==> config.mk <==
export PLATFORM = sky130hd
export DESIGN_NAME = conv_unit
export DESIGN_NICKNAME = d
export VERILOG_FILES = /design/src/rtl/conv_unit_pkg.sv /design/src/rtl/conv_trunc_shifter.sv /design/src/rtl/conv_unit.sv
export SDC_FILE = /design/constraint.sdc
export NUM_CORES = 1
export LEC_CHECK = 0
export ABC_AREA = 1
export BUFFER_PORTS_ARGS = -buffer_cell sky130_fd_sc_hd__buf_2
export CAP_MARGIN = 20
export CELL_PAD_IN_SITES_DETAIL_PLACEMENT = 2
export CELL_PAD_IN_SITES_GLOBAL_PLACEMENT = 2
export CORE_AREA = 2 2 231 187
export DETAILED_ROUTE_END_ITERATION = 8
export DIE_AREA = 0 0 233 189
export GPL_ROUTABILITY_DRIVEN = 0
export PLACE_DENSITY = 0.74
export SETUP_SLACK_MARGIN = 0.4
export SYNTH_ARGS = -nofsm -noshare
export SYNTH_HDL_FRONTEND = slang
export SYNTH_SLANG_ARGS = --single-unit
==> constraint.sdc <==
create_clock -name clk -period 3.5 [get_ports clk]
set_input_delay 0.7 -clock clk [delete_from_list [all_inputs] [get_ports clk]]
set_output_delay 0.7 -clock clk [all_outputs]
set_load 0.02 [all_outputs]
==> src/rtl/conv_unit_pkg.sv <==
// Shared constants for the conversion unit: FSM states, type tags, trap codes
// and the Wasm opcode bytes it decodes.
package conv_unit_pkg;

  typedef enum logic [1:0] {
    ST_IDLE  = 2'd0,
    ST_SHIFT = 2'd1,
    ST_FIX   = 2'd2,
    ST_DONE  = 2'd3
  } conv_state_t;

  localparam logic [1:0] TYPE_I32 = 2'd0;
  localparam logic [1:0] TYPE_I64 = 2'd1;
  localparam logic [1:0] TYPE_F32 = 2'd2;
  localparam logic [1:0] TYPE_F64 = 2'd3;

  localparam logic [2:0] TRAP_NONE        = 3'd0;
  localparam logic [2:0] TRAP_INT_OVF     = 3'd4;
  localparam logic [2:0] TRAP_INVALID_CVT = 3'd5;
  localparam logic [2:0] TRAP_UNSUPPORTED = 3'd6;

  localparam logic [7:0] OP_I32_WRAP_I64        = 8'hA7;
  localparam logic [7:0] OP_I32_TRUNC_F32_S     = 8'hA8;
  localparam logic [7:0] OP_I32_TRUNC_F32_U     = 8'hA9;
  localparam logic [7:0] OP_I32_TRUNC_F64_S     = 8'hAA;
  localparam logic [7:0] OP_I32_TRUNC_F64_U     = 8'hAB;
  localparam logic [7:0] OP_I64_EXTEND_I32_S    = 8'hAC;
  localparam logic [7:0] OP_I64_EXTEND_I32_U    = 8'hAD;
  localparam logic [7:0] OP_I64_TRUNC_F32_S     = 8'hAE;
  localparam logic [7:0] OP_I64_TRUNC_F32_U     = 8'hAF;
  localparam logic [7:0] OP_I64_TRUNC_F64_S     = 8'hB0;
  localparam logic [7:0] OP_I64_TRUNC_F64_U     = 8'hB1;
  localparam logic [7:0] OP_I32_REINTERPRET_F32 = 8'hBC;
  localparam logic [7:0] OP_I64_REINTERPRET_F64 = 8'hBD;
  localparam logic [7:0] OP_F32_REINTERPRET_I32 = 8'hBE;
  localparam logic [7:0] OP_F64_REINTERPRET_I64 = 8'hBF;

endpackage

==> src/rtl/conv_trunc_shifter.sv <==
// Iterative right shifter: moves SHIFT_STEP bits per cycle until the
// remaining count is exhausted, clamping the last step.
module conv_trunc_shifter #(
  parameter int SHIFT_STEP = 8
) (
  input  logic        clk,
  input  logic        reset,
  input  logic        start,
  input  logic [63:0] load_value,
  input  logic [6:0]  load_count,
  output logic [63:0] value,
  output logic        busy,
  output logic        done
);

  localparam logic [6:0] STEP = 7'(SHIFT_STEP);

  logic [6:0] remaining;
  logic [6:0] step;

  always_comb begin
    step = (remaining < STEP) ? remaining : STEP;
    busy = (remaining != 7'd0);
    // done marks the cycle whose edge performs the final step
    done = busy && (remaining <= STEP);
  end

  always_ff @(posedge clk) begin
    if (!reset) begin
      value     <= '0;
      remaining <= '0;
    end else if (start) begin
      value     <= load_value;
      remaining <= load_count;
    end else if (busy) begin
      value     <= value >> step;
      remaining <= remaining - step;
    end
  end

endmodule

==> src/rtl/conv_unit.sv <==
// Wasm conversion unit: decodes wrap/extend/reinterpret/trunc opcodes,
// classifies float operands and runs truncations through an iterative shifter.
module conv_unit
  import conv_unit_pkg::*;
#(
  parameter int SHIFT_STEP   = 8,
  parameter bit ENABLE_TRUNC = 1'b1
) (
  input  logic        clk,
  input  logic        reset,
  input  logic        in_valid,
  output logic        in_ready,
  input  logic [7:0]  in_opcode,
  input  logic [63:0] in_operand,
  output logic        out_valid,
  input  logic        out_ready,
  output logic [63:0] out_result,
  output logic [1:0]  out_type,
  output logic [2:0]  out_trap
);

  // Handshake: an op transfers on an edge with in_valid & in_ready; a result
  // transfers on an edge with out_valid & out_ready and is held stable until then.

  conv_state_t state, state_next;

  logic        accept;
  logic        dec_supported, dec_trunc, dec_src64, dec_dst64, dec_signed;
  logic [1:0]  dec_type;
  logic [63:0] dec_simple;

  logic               f_sign, f_frac_zero, f_exp_max;
  logic [10:0]        f_exp_raw;
  logic signed [12:0] f_exp, w_max;
  logic [63:0]        f_mant;
  logic [6:0]         shift_cnt;

  logic [2:0]  cls_trap;
  logic        cls_shift;
  logic [63:0] acc_result;

  logic        sign_q, dst64_q;
  logic [63:0] sh_value, fixed;
  logic        sh_busy, sh_done, sh_start;

  assign in_ready  = (state == ST_IDLE) && reset;
  assign out_valid = (state == ST_DONE);
  assign accept    = in_valid && in_ready;

  always_comb begin
    dec_supported = 1'b1;
    dec_trunc     = 1'b0;
    dec_src64     = 1'b0;
    dec_dst64     = 1'b0;
    dec_signed    = ~in_opcode[0];
    dec_type      = TYPE_I32;
    dec_simple    = '0;
    case (in_opcode)
      OP_I32_WRAP_I64:                         dec_simple = {32'b0, in_operand[31:0]};
      OP_I32_TRUNC_F32_S, OP_I32_TRUNC_F32_U:  dec_trunc = 1'b1;
      OP_I32_TRUNC_F64_S, OP_I32_TRUNC_F64_U: begin
        dec_trunc = 1'b1;
        dec_src64 = 1'b1;
      end
      OP_I64_TRUNC_F32_S, OP_I64_TRUNC_F32_U: begin
        dec_trunc = 1'b1;
        dec_dst64 = 1'b1;
        dec_type  = TYPE_I64;
      end
      OP_I64_TRUNC_F64_S, OP_I64_TRUNC_F64_U: begin
        dec_trunc = 1'b1;
        dec_src64 = 1'b1;
        dec_dst64 = 1'b1;
        dec_type  = TYPE_I64;
      end
      OP_I64_EXTEND_I32_S: begin
        dec_type   = TYPE_I64;
        dec_simple = {{32{in_operand[31]}}, in_operand[31:0]};
      end
      OP_I64_EXTEND_I32_U: begin
        dec_type   = TYPE_I64;
        dec_simple = {32'b0, in_operand[31:0]};
      end
      OP_I32_REINTERPRET_F32:                  dec_simple = {32'b0, in_operand[31:0]};
      OP_I64_REINTERPRET_F64: begin
        dec_type   = TYPE_I64;
        dec_simple = in_operand;
      end
      OP_F32_REINTERPRET_I32: begin
        dec_type   = TYPE_F32;
        dec_simple = {32'b0, in_operand[31:0]};
      end
      OP_F64_REINTERPRET_I64: begin
        dec_type   = TYPE_F64;
        dec_simple = in_operand;
      end
      default: dec_supported = 1'b0;
    endcase
  end

  // Float unpack: mantissa left-aligned with the hidden bit at bit 63.
  always_comb begin
    f_sign      = dec_src64 ? in_operand[63] : in_operand[31];
    f_exp_raw   = dec_src64 ? in_operand[62:52] : {3'b000, in_operand[30:23]};
    f_frac_zero = dec_src64 ? (in_operand[51:0] == 52'd0) : (in_operand[22:0] == 23'd0);
    f_exp_max   = dec_src64 ? (in_operand[62:52] == 11'h7FF) : (in_operand[30:23] == 8'hFF);
    f_exp       = $signed({2'b00, f_exp_raw}) - (dec_src64 ? 13'sd1023 : 13'sd127);
    f_mant      = dec_src64 ? {1'b1, in_operand[51:0], 11'b0} : {1'b1, in_operand[22:0], 40'b0};
    w_max       = dec_dst64 ? 13'sd63 : 13'sd31;
    shift_cnt   = 7'd63 - {1'b0, f_exp[5:0]};
  end

  always_comb begin
    cls_trap  = TRAP_NONE;
    cls_shift = 1'b0;
    if (!dec_supported || (dec_trunc && (ENABLE_TRUNC == 1'b0))) begin
      cls_trap = TRAP_UNSUPPORTED;
    end else if (dec_trunc) begin
      if (f_exp_max) begin
        cls_trap = f_frac_zero ? TRAP_INT_OVF : TRAP_INVALID_CVT;
      end else if (f_exp < 13'sd0) begin
        cls_trap = TRAP_NONE;
      end else if (dec_signed) begin
        // only -2^(W-1) exactly survives at the top exponent
        if ((f_exp > w_max) || ((f_exp == w_max) && !(f_sign && f_frac_zero)))
          cls_trap = TRAP_INT_OVF;
        else
          cls_shift = 1'b1;
      end else begin
        if ((f_exp > w_max) || f_sign)
          cls_trap = TRAP_INT_OVF;
        else
          cls_shift = 1'b1;
      end
    end
    acc_result = (dec_supported && !dec_trunc) ? dec_simple : 64'd0;
  end

  assign sh_start = accept && cls_shift;

  generate
    if (ENABLE_TRUNC) begin : g_shifter
      conv_trunc_shifter #(.SHIFT_STEP(SHIFT_STEP)) u_shifter (
        .clk        (clk),
        .reset      (reset),
        .start      (sh_start),
        .load_value (f_mant),
        .load_count (shift_cnt),
        .value      (sh_value),
        .busy       (sh_busy),
        .done       (sh_done)
      );
    end else begin : g_no_shifter
      assign sh_value = '0;
      assign sh_busy  = 1'b0;
      assign sh_done  = 1'b0;
    end
  endgenerate

  assign fixed = sign_q ? (~sh_value + 64'd1) : sh_value;

  always_ff @(posedge clk) begin
    if (!reset) state <= ST_IDLE;
    else        state <= state_next;
  end

  always_comb begin
    state_next = state;
    case (state)
      ST_IDLE: begin
        if (accept) begin
          // a zero shift count has nothing to shift and goes straight to the sign fix
          if (cls_shift) state_next = (shift_cnt == 7'd0) ? ST_FIX : ST_SHIFT;
          else           state_next = ST_DONE;
        end
      end
      ST_SHIFT: if (!sh_busy || sh_done) state_next = ST_FIX;
      ST_FIX:   state_next = ST_DONE;
      ST_DONE:  if (out_ready) state_next = ST_IDLE;
      default:  state_next = ST_IDLE;
    endcase
  end

  always_ff @(posedge clk) begin
    if (!reset) begin
      out_result <= '0;
      out_type   <= '0;
      out_trap   <= '0;
      sign_q     <= 1'b0;
      dst64_q    <= 1'b0;
    end else if (accept) begin
      out_result <= acc_result;
      out_type   <= (cls_trap == TRAP_UNSUPPORTED) ? TYPE_I32 : dec_type;
      out_trap   <= cls_trap;
      sign_q     <= f_sign;
      dst64_q    <= dec_dst64;
    end else if (state == ST_FIX) begin
      out_result <= dst64_q ? fixed : {32'b0, fixed[31:0]};
    end
  end

endmodule

== Word level (Yosys, flattened, before mapping) ==
Index checks and enable logic that the tools add are counted.

* Flip-flop bits (word level): 144
* Input port bits: 76
* Output and inout port bits: 71

* $add $sub $neg: 4
* $lt $le $gt $ge: 4
* Eq/ne operators: 25
* Shift operators: 1
* Muxes and demuxes: 45
* Bitwise logic cells: 1
* Reductions and logical operators: 28

{| class="wikitable"
|+ Operators by type and width
! cell !! number
|-
| 64-bit 2-to-1 mux || 7
|-
| 64-bit one-hot mux with 3 select lines || 1
|-
| 8-bit equality test, second input constant || 16
|-
| 64-bit by 1-bit adder with 64-bit output, second input constant || 1
|-
| 64-bit inverter || 1
|-
| 64-bit by 7-bit right shift with 64-bit output || 1
|-
| 63-bit 2-to-1 mux || 1
|-
| 52-bit zero test || 1
|-
| 23-bit zero test || 1
|-
| 3-bit 2-to-1 mux || 7
|-
| 7-bit 2-to-1 mux || 3
|-
| 1-bit 2-to-1 mux || 15
|-
| 15-bit OR reduction || 1
|-
| 12-bit by 7-bit equality test with 1-bit output || 1
|-
| 12-bit by 7-bit greater-than comparator with 1-bit output || 1
|-
| 12-bit by 1-bit < comparator with 1-bit output, second input constant || 1
|-
| 2-bit 2-to-1 mux || 6
|-
| 4-bit OR reduction || 3
|-
| 11-bit by 10-bit subtractor with 12-bit output || 1
|-
| 11-bit equality test, second input constant || 1
|-
| 11-bit 2-to-1 mux || 1
|-
| 10-bit 2-to-1 mux || 1
|-
| 2-bit one-hot mux with 4 select lines || 1
|-
| 8-bit OR reduction || 1
|-
| other kinds (21) || 34
|}

== Depth between registers and ports, before layout ==
Gate-level depths: netlist (run 1).

* Depth in word-level cells: 17
* Mapped depth: 25

== By module ==
A second synthesis (run 1) with hierarchy kept.

* Cells, all modules: 2,296
* Area total of the unflattened synthesis: 13,122.6 um^2

{| class="wikitable"
|+ By module, submodules not included
! module !! instances !! cells an instance !! area each (um^2) !! seq. area each (um^2)
|-
| conv_unit || 1 || 1,205 || 7,010.5 || 1,461.4
|-
| conv_trunc_shifter || 1 || 1,091 || 6,112.1 || 1,421.4
|}

== Least setup slack after synthesis (run 1) ==
OpenSTA, ideal clock, no wires.

* Path type: in2reg
* Start point: input port in_opcode[6]
* End point: register g_shifter.u_shifter.value[42]
* Library setup time: 0.128 ns
* Arrival: 3.215 ns
* Data required time: 3.372 ns
* Slack: 0.158 ns
* Cell stages on the path: 23
* Buffers on the path: 2
* Cells stage by stage: inv_1 -> nand2_2 -> nor2_2 -> nand2_2 -> nand2_8 -> buf_8 -> nand2_4 -> nand2_4 -> nand3_4 -> nor2_4 -> xor2_1 -> inv_1 -> ha_1 -> inv_1 -> nor2_1 -> nand3_1 -> nand2_1 -> nand4_2 -> nor3_4 -> buf_6 -> nand2_1 -> nand2_1 -> nor2_1

* Word-level cells in the longest chain between the ends: 16
* Elaborated cells on any way between the ends: 49

{| class="wikitable"
|+ RTL lines
! item !! RTL line !! source
|-
| from (decl) || conv_unit.sv:13 || <nowiki>input logic [7:0] in_opcode,</nowiki>
|-
| parallel branches: the longest is 16 deep, another holds 11-bit by 10-bit subtractor with 12-bit output || -- ||
|-
| to (signal assigned) || conv_trunc_shifter.sv:33 || <nowiki>value <= load_value;</nowiki>
|-
| to (signal assigned) || conv_trunc_shifter.sv:36 || <nowiki>value <= value >> step;</nowiki>
|-
| to (decl) || conv_trunc_shifter.sv:11 || <nowiki>output logic [63:0] value,</nowiki>
|}

Several ways; the timed one is not identified.
A chain may end at the register's enable or synchronous reset.

== Worst setup path in the final report (run 1) ==
* Start point: input port in_opcode[4]
* End point: register g_shifter.u_shifter.value[23]

The elaborated chain is that of the path after synthesis.

==> results of run 1 <==
sequential cells by signal, summed over array words and instances (netlist names):
signal	count
state	2
out_type	2
dst64_q	1
out_trap	3
out_result	64
g_shifter.u_shifter.value	64
g_shifter.u_shifter.remaining	7
sign_q	1
power breakdown:
group / leakage [nW] / internal, mW / switching (mW)
clock: 0.287 / 0.960 / 0.990
sequential: 1.18 / 2.08 / 0.449
combinational: 5.22 / 2.19 / 5.29
total: 6.69 / 5.22 / 6.73
synthesized netlist by cell type (7+ instances only):
| cell type | n | share of area, % |
|---|---|---|
| a21oi_1 | 106 | 4.6 |
| a31oi_1 | 47 | 2.5 |
| buf_1 | 7 | 0.23 |
| buf_2 | 7 | 0.30 |
| clkbuf_1 | 102 | 3.3 |
| dfxtp_1 | 144 | 25 |
| ha_1 | 9 | 0.98 |
| inv_1 | 197 | 6.4 |
| inv_2 | 8 | 0.26 |
| nand2_1 | 526 | 17 |
| nand2_2 | 10 | 0.54 |
| nand3_1 | 140 | 6.1 |
| nand4_1 | 29 | 1.6 |
| nor2_1 | 132 | 4.3 |
| nor3_1 | 26 | 1.1 |
| nor4_1 | 18 | 0.98 |
| o211ai_1 | 25 | 1.6 |
| o21ai_0 | 278 | 12 |
| o221ai_1 | 31 | 2.4 |
| or2_2 | 12 | 0.65 |
| xor2_1 | 16 | 1.2 |
per-layer routing:
metal / share of wire, % / up-vias / routed length [µm] / GRT usage (%)
met5: 0 / - / 0 / 0
met4: 6.4 / 0 / 4910 / 18.1
met3: 7.2 / 243 / 5530 / 5.36
met2: 44 / 783 / 34100 / 51.6
met1: 42 / 8202 / 32200 / 43.1
li1: - / 7012 / - / -
logic make-up after synthesis:
kind of cell,Yosys count,synth area share (%)
compound gates,527,25.8
xor+xnor,21,1.59
fa+ha+maj,9,0.975
buf+inv,331,11.4
flops,144,25.0
mux,4,0.347
other cells,1,0.0325
simple gates,922,34.9
timing repair:
| action | in CTS | in global routing |
|---|---|---|
| setup endpoints to repair | 84 | 99 |
| gates cloned | 6 | 2 |
| resized for setup | 85 | 126 |
| pin swaps | 36 | 55 |
| buffers inserted | 27 | 22 |
| endpoints found under the hold margin | 0 | 0 |
path summary, 6_finish.rpt:
check	to	slack, ns	cells past startpoint
min	out_trap[1]$_SDFFE_PN0P_	0.47	2
max	g_shifter.u_shifter.value[23]$_SDFFE_PN0P_	-0.00005	24
max reg2reg	g_shifter.u_shifter.value[46]$_SDFFE_PN0P_	0.44	13
min reg2reg	out_trap[1]$_SDFFE_PN0P_	0.47	2
per-stage QoR:
step / hold WS [ns] / cells / setup WS (ns)
6_report: 0.472 / 2729 / -0.0000537
5_1_grt: 0.502 / 2729 / -0.0575
4_1_cts: 0.473 / 2705 / 0.376
3_5_place_dp: 0.462 / 2640 / -0.371
3_3_place_gp: 0.455 / 2640 / -0.180
2_1_floorplan: 0.476 / 1959 / 0.202
critical path, stage by stage:
cell and delay, ns:
buf_12 0.11, inv_12 0.04, nand2_4 0.04, nor2_4 0.15, nand2_4 0.14, nand2_8 0.15, nand2_4 0.07, nand2_4 0.11
nand3_4 0.12, nor2_4 0.19, xor2_2 0.22, inv_2 0.07, ha_4 0.28, inv_4 0.04, nor2_4 0.10, nand3_2 0.08
nand2_2 0.08, buf_6 0.11, nand4_4 0.10, nor3_4 0.36, buf_12 0.21, buf_12 0.15, nand3_1 0.10, a21oi_1 0.17
cell type report:
type	count	area (µm²)
multi-input cells	1484	8080
clock buffers	17	425
clock inverters	15	165
repair buffers	311	2400
flip-flops and latches	144	2880
well taps	552	691
fillers	5039	26200
inverters	206	808
==> reports/metrics.yaml, run 1 <==
run_status:
  status: "finished with violations"
  violations: "setup timing"
floorplan:
  die_area_mm2: 0.0440
  num_rows: 67
  io_pins: 147
  chipHeight_um: 189
  dieWidth_um: 233
  coreArea_mm2: 0.0417
  start_util_pct: 27.7
logic_synthesis:
  postSynth.asyncResetShare_pct: 0
  syn-num-nets: 2044
  synth_edf_count: 0
  syn_area_mm2: 0.0115
  synth_seq_cells: 144
  ys.flop_type: "dfxtp_1"
  yosys_warnings: 0
  ys_seq_area_share_pct: 25.0
  syn_avg_cell_area_um2: 5.89
  syn_inst: 1959
  synth.distinct_cells: 53
power:
  peakVddDrop_v: 0.000412
  p_leak_nw: 6.69
  total_power_mw: 12.0
  p_per_area_mw_per_mm2: 774
sta:
  min_period_ns: 3.50
  finalCritPeriodShare_pct: 100
  max_slew_margin_pct: 38.2
  fin_ws_ns: -0.0000537
  fin_skew_ns: 0.0195
  rsz0062_at_grt: "true"
  hold_viol: 0
  fmax_mhz: 286
  slew_viol_final: 0
  setup_tns_ns: -0.0000537
  tightest_slew_ns: 0.927
  setup_viol: 1
global_route:
  antenna_found_initial: 0
  grtUsageTotal_pct: 33.0
  grt_pass1_wl_mm: 108
  grt_max_degree: 71
  grt_pass1_vias: 16700
  gr-total-overflow: 0
worst_setup_path:
  endpoint_kind: "flop"
  startpoint_type: "input pin"
  required_ns: 3.89
  r2r_start: "g_shifter.u_shifter.remaining[4]$_SDFFE_PN0P_"
  crit_type: "in -> reg"
  critPathLaunch: "in_opcode[4]"
  worstPathMaxFanout: 8
  crit_arrival_ns: 3.89
routing:
  initialDrtViolationCount: 1785
  vias: 16200
  drc_errors: 0
  first_pass_iters: 5
  viasPerCell: 5.95
  wl_per_cell_um: 28.1
  drt-total-wl_mm: 76.7
  ant_nets: 0
clocking:
  clk_path_buf_depth: 2
  cts.sinks: 144
  cts_root_buf: "clkbuf_16"
  cts_made_buffers: 17
  cts_tree: "yes"
  h-tree-depth: 4
  holdBufCountCts: 0
  path_clk_slew_ns: 0.08
  clk_latency_ns: 0.47
flow_run:
  max_cap_viol_count: 0
layout:
  area_delta_synth_final_pct: 33.8
  fin_util_pct: 37.1
  final_common_cell: "nand2_1"
  finalInstanceArea_mm2: 0.0154
  final_cell_mix: "487 x nand2_1, 265 x o21ai_0, 191 x inv_1, 143 x dfxtp_1, 142 x buf_2"
  drive_gt1_share_pct: 24.5
  fin_nets: 2249
  n_antenna_cell: 0
placed_design:
  dp.final_hpwl_mm: 53.5
  placed_area_mm2: 0.0135
  port_buffers: 146
min_path:
  hp-class: "reg -> reg"
  min_from: "out_trap[1]$_SDFFE_PN0P_"
(Power assumes the default switching activity.)
==> run 2: changes to the inputs <==
Settings changed: PLACE_DENSITY 0.74 to not set, PLACE_DENSITY_LB_ADDON set to 0.08.
==> reports/metrics.yaml, run 2 (same netlist as run 1, synthesis figures left out) <==
run_status:
  status: "finished, final reports clean"
worst_setup_path:
  crit_arrival_ns: 3.65
  crit_path_max_incr_delay_ns: 0.28
  endpoint_kind: "flop"
  r2r_cells: 14
  rr_endpoint: "g_shifter.u_shifter.value[54]$_SDFFE_PN0P_"
  r2r_setup_slack_ns: 0.46
  startpoint_type: "input pin"
  worstPathMaxFanout: 8
  critPathSlowestCell: "ha_1"
  r2r_start: "g_shifter.u_shifter.remaining[4]$_SDFFE_PN0P_"
  crit_buf_inv: 7
  required_ns: 3.89
  path_delay_family: "simple AND/OR/NAND/NOR gates"
  cp_common_cell: "nor2_4"
  crit_type: "in -> reg"
sta:
  min_period_ns: 3.26
  setup_tns_ns: 0
  fin_skew_ns: 0.0138
  setup_viol: 0
  rsz0062_at_grt: "true"
  tightest_slew_ns: 1.05
  fmax_mhz: 307
  max_slew_margin_pct: 29.1
  slew_viol_final: 0
  finalCritPeriodShare_pct: 93.0
  hold_viol: 0
  fin_hold_ws_ns: 0.471
  fin_ws_ns: 0.244
placed_design:
  place_ws_ns: -0.274
  dpl.cell_count: 2647
  dp.final_hpwl_mm: 56.0
  port_buffers: 146
global_route:
  grt_pass1_vias: 15400
  grt_max_degree: 77
  grtUsageTotal_pct: 32.4
  grt_pass1_wl_mm: 105
  gr-total-overflow: 0
  antenna_found_initial: 1
power:
  total_power_mw: 11.8
  clockPowerShare_pct: 16.3
  p_per_area_mw_per_mm2: 776
  combPwrFrac_pct: 62.2
  peakVddDrop_v: 0.000316
  p_leak_nw: 6.56
  switchingPower_mw: 6.53
  switching_share_pct: 55.4
  seq_power_share_pct: 21.4
  internal_power_mw: 5.25
floorplan:
  num_rows: 67
  coreArea_mm2: 0.0417
  io_pins: 147
  start_util_pct: 27.7
  dieWidth_um: 233
  die_area_mm2: 0.0440
  chipHeight_um: 189
clocking:
  cts.sinks: 144
  cts_made_buffers: 17
  clk_latency_ns: 0.47
  clk_path_buf_depth: 2
  h-tree-depth: 4
  cts_root_buf: "clkbuf_16"
  cts_tree: "yes"
  path_clk_slew_ns: 0.07
flow_run:
  max_cap_viol_count: 0
routing:
  drt-total-wl_mm: 74.8
  viasPerCell: 5.73
  initialDrtViolationCount: 1350
  vias: 15600
  ant_nets: 0
  drc_errors: 0
  first_pass_iters: 5
  wl_per_cell_um: 27.6
min_path:
  min_from: "out_type[1]$_SDFFE_PN0P_"
  holdPathStages: 2
  hp-class: "reg -> reg"
  hold_end: "out_type[1]$_SDFFE_PN0P_"
layout:
  layoutNonFillerInstCount: 2716
  area_delta_synth_final_pct: 31.4
  drive_gt1_share_pct: 23.2
  n_antenna_cell: 0
  final_common_cell: "nand2_1"
  reg.largest.list: "g_shifter.u_shifter.value (64), out_result (64), g_shifter.u_shifter.remaining (7)"
  final_cell_mix: "490 x nand2_1, 264 x o21ai_0, 192 x inv_1, 143 x dfxtp_1, 141 x buf_2"
  fin_nets: 2237
==> run 2: cell types whose count changed in the layout (fill, tap and decap cells not counted), moves of 5 or more <==
cell,delta
o21ai_1,+9
clkbuf_16,+5
buf_6,-10
nand2_4,-10
nand3_2,-15
nand2_2,+6
o21ai_2,-8
nand3_1,+18
==> run 2: cell type report <==
| cell class | count | area [µm²] |
|---|---|---|
| well taps | 552 | 691 |
| multi-input cells | 1484 | 7940 |
| repair buffers | 299 | 2280 |
| flip-flops and latches | 144 | 2880 |
| clock inverters | 13 | 144 |
| inverters | 206 | 802 |
| fillers | 5116 | 26500 |
| clock buffers | 18 | 439 |
==> run 2: power groups by stage <==
stage	registers (mW)	clock network, mW	logic [mW]
after floorplan	2.67	0	3.71
after global placement	2.51	0	6.55
after detailed placement	2.52	0	6.70
after CTS	2.50	1.96	6.83
after global routing	2.56	2.01	7.91
final	2.52	1.92	7.33
==> run 2: how the worst max path moves through the flow <==
stage	from	endpoint	cells after the start
CTS	in_opcode[3]	g_shifter.u_shifter.value[30]$_SDFFE_PN0P_	24
detailed placement	in_opcode[4]	g_shifter.u_shifter.value[19]$_SDFFE_PN0P_	21
global route	in_opcode[6]	g_shifter.u_shifter.value[30]$_SDFFE_PN0P_	25
floorplan	in_opcode[4]	g_shifter.u_shifter.value[42]$_SDFFE_PN0P_	23
finish	in_opcode[6]	g_shifter.u_shifter.value[30]$_SDFFE_PN0P_	25
global placement	in_opcode[4]	g_shifter.u_shifter.value[53]$_SDFFE_PN0P_	22
==> run 2: per-layer routing <==
metal	vias to the layer above	wire [µm]	track usage [%]
met5	-	0	0
met2	622	30000	44.2
met1	7889	36000	48.9
met3	90	6860	9.13
met4	0	1950	8.43
li1	6966	-	-
==> run 2: worst reg2reg max path: stages (launching register included) <==
cell and delay, ns:
dfxtp_1 0.32, nor2_1 0.10, inv_1 0.06, nor2_1 0.14
inv_1 0.11, nor2_4 0.20, nand2_4 0.19, buf_12 0.24
o21ai_0 0.42, nand2_1 0.09, o21ai_0 0.17, nor2_1 0.08
a221oi_1 0.50, nand2_1 0.15, a21oi_1 0.20
==> run 2: stage by stage <==
| stage | cell area (µm²) | util (%) |
|---|---|---|
| final | 15200 | 36.4 |
| after global routing | 15200 | 36.4 |
| after floorplan | 11600 | - |
| after detailed placement | 13500 | 32.3 |
| after CTS | 14300 | 34.3 |
| after global placement | 13500 | 32.3 |
==> run 2: what timing repair did <==
action / CTS / global route
gates resized for setup: 25 / 140
gates cloned: 2 / 10
pin swaps: 6 / 42
hold buffers: 0 / 0
endpoints found under the setup margin: 77 / 99
buffers inserted: 12 / 14
==> run 3: changes to the inputs <==
Settings changed: BUFFER_PORTS_ARGS -buffer_cell sky130_fd_sc_hd__buf_2 to not set, CORE_AREA 2 2 231 187 to 2 2 219 178, CTS_CLUSTER_SIZE set to 12, DIE_AREA 0 0 233 189 to 0 0 221 180, DONT_BUFFER_PORTS set to 1, SETUP_SLACK_MARGIN 0.4 to 0.02.
==> reports/metrics.yaml, run 3 (same netlist as run 1, synthesis figures left out) <==
worst_setup_path:
  path_delay_family: "simple AND/OR/NAND/NOR gates"
  crit_path_max_incr_delay_ns: 0.23
  r2r_start: "g_shifter.u_shifter.value[0]$_SDFFE_PN0P_"
  required_ns: 3.86
  worstPathCellList: "inv_1 -> nand2_2 -> nor2_2 -> nand2_2 -> nand2_8 -> nand2_1 -> nand2_2 -> buf_4 -> ha_1 -> nand3_2 -> nor2_4 -> nand3_1 -> nand2_1 -> nand2_1 -> nor2_1 -> nand3_1 -> nand2_1 -> nand4_4 -> buf_12 -> nand2_1 -> buf_4 -> a21oi_1"
  cp_common_cell: "nand2_1"
  worstPathMaxFanout: 30
  crit_buf_inv: 4
  critPathLaunch: "in_opcode[6]"
  endpoint_kind: "flop"
  startpoint_type: "input pin"
  crit_arrival_ns: 3.64
  critPathSlowestCell: "ha_1"
  crit_type: "in -> reg"
flow_run:
  max_cap_viol_count: 0
global_route:
  grtUsageTotal_pct: 34.4
  grt_max_degree: 80
  grt_pass1_vias: 14900
  grt_pass1_wl_mm: 102
  antenna_found_initial: 0
  gr-total-overflow: 0
layout:
  seq_area_mm2: 0.00288
  final_cell_mix: "521 x nand2_1, 275 x o21ai_0, 197 x inv_1, 143 x dfxtp_1, 140 x nand3_1"
  fillers: 4703
  fin_nets: 2043
  final_common_cell: "nand2_1"
  drive_gt1_share_pct: 10.8
  reg.largest.list: "g_shifter.u_shifter.value (64), out_result (64), g_shifter.u_shifter.remaining (7)"
  area_delta_synth_final_pct: 14.1
  multi_input_area_mm2: 0.00743
  n_antenna_cell: 0
  layoutNonFillerInstCount: 2466
sta:
  fin_skew_ns: 0.00980
  hold_viol: 0
  setup_viol: 0
  min_period_ns: 3.28
  fmax_mhz: 305
  slew_viol_final: 0
  fin_hold_ws_ns: 0.375
  rsz0062_at_grt: "false"
  max_slew_margin_pct: 21.6
  finalCritPeriodShare_pct: 93.6
  tightest_slew_ns: 1.16
power:
  internal_power_mw: 5.02
  clockPowerShare_pct: 17.9
  p_leak_nw: 5.45
  combPwrFrac_pct: 55.9
  p_per_area_mw_per_mm2: 844
  switching_share_pct: 54.8
  peakVddDrop_v: 0.000465
  total_power_mw: 11.1
  seq_power_share_pct: 26.2
  switchingPower_mw: 6.09
floorplan:
  die_area_mm2: 0.0398
  start_util_pct: 30.6
  io_pins: 147
  dieWidth_um: 221
  num_rows: 64
  chipHeight_um: 180
  coreArea_mm2: 0.0377
clocking:
  cts_made_buffers: 17
  clk_latency_ns: 0.48
  holdBufCountCts: 0
  clk_path_buf_depth: 2
  h-tree-depth: 4
  cts.sinks: 144
  cts_root_buf: "clkbuf_16"
  cts_tree: "yes"
  path_clk_slew_ns: 0.07
run_status:
  status: "finished, final reports clean"
routing:
  drt-total-wl_mm: 69.5
  first_pass_iters: 5
  vias: 14700
  wl_per_cell_um: 28.2
  viasPerCell: 5.95
  drc_errors: 0
  ant_nets: 0
  initialDrtViolationCount: 1446
placed_design:
  port_buffers: 0
  dp.final_hpwl_mm: 55.1
  dpl.cell_count: 2434
min_path:
  hp-class: "in -> reg"
  min_from: "reset"
[run 3: repair_timing]
action,CTS,global route
setup endpoints to repair,1,28
pin swaps,0,0
resized for setup,1,13
buffers inserted,0,0
[run 3: path summary, 6_finish.rpt]
path	end	slack [ns]	cells after the start
worst min-delay path	out_result[1]$_SDFFE_PN0P_	0.38	2
worst max-delay path	g_shifter.u_shifter.value[3]$_SDFFE_PN0P_	0.22	22
worst max register to register	out_result[60]$_SDFFE_PN0P_	0.29	16
worst min register to register	state[1]$_SDFFE_PN0P_	0.54	2
[run 3: cell type report]
class	count	area share (%)
Sequential cell	144	21.9
Clock buffer	18	3.33
Clock inverter	14	1.21
Tap cell	495	4.70
Multi-Input combinational cell	1484	56.4
Timing Repair Buffer	105	6.55
Inverter	206	5.87
[run 3: metal layers]
metal / share of wire [%] / track usage (%) / wire (µm) / up-vias
met5: 0 / 0 / 0 / -
met4: 3.4 / 12.3 / 2380 / 0
met3: 7.6 / 6.90 / 5260 / 99
met2: 42 / 50.1 / 29100 / 550
met1: 47 / 49.7 / 32700 / 7444
li1: - / - / - / 6580
[run 3: through the flow]
stage	util, %	setup TNS (ns)	setup slack, ns	instance area (µm²)
after global routing	34.9	0	0.0387	13200
final	34.9	0	0.225	13200
after detailed placement	33.2	-9.15	-0.251	12500
after floorplan	-	0	0.158	11500
after global placement	33.2	-9.63	-0.251	12500
after CTS	34.8	0	0.0713	13100
[run 3: power by group through the flow]
stage | Combinational [mW] | Sequential, mW | Clock [mW]
5_1_grt | 6.78 | 2.96 | 2.07
4_1_cts | 6.06 | 2.91 | 2.01
3_3_place_gp | 5.85 | 2.94 | 0
2_1_floorplan | 3.69 | 2.67 | 0
3_5_place_dp | 6.00 | 2.94 | 0
6_report | 6.21 | 2.91 | 1.99
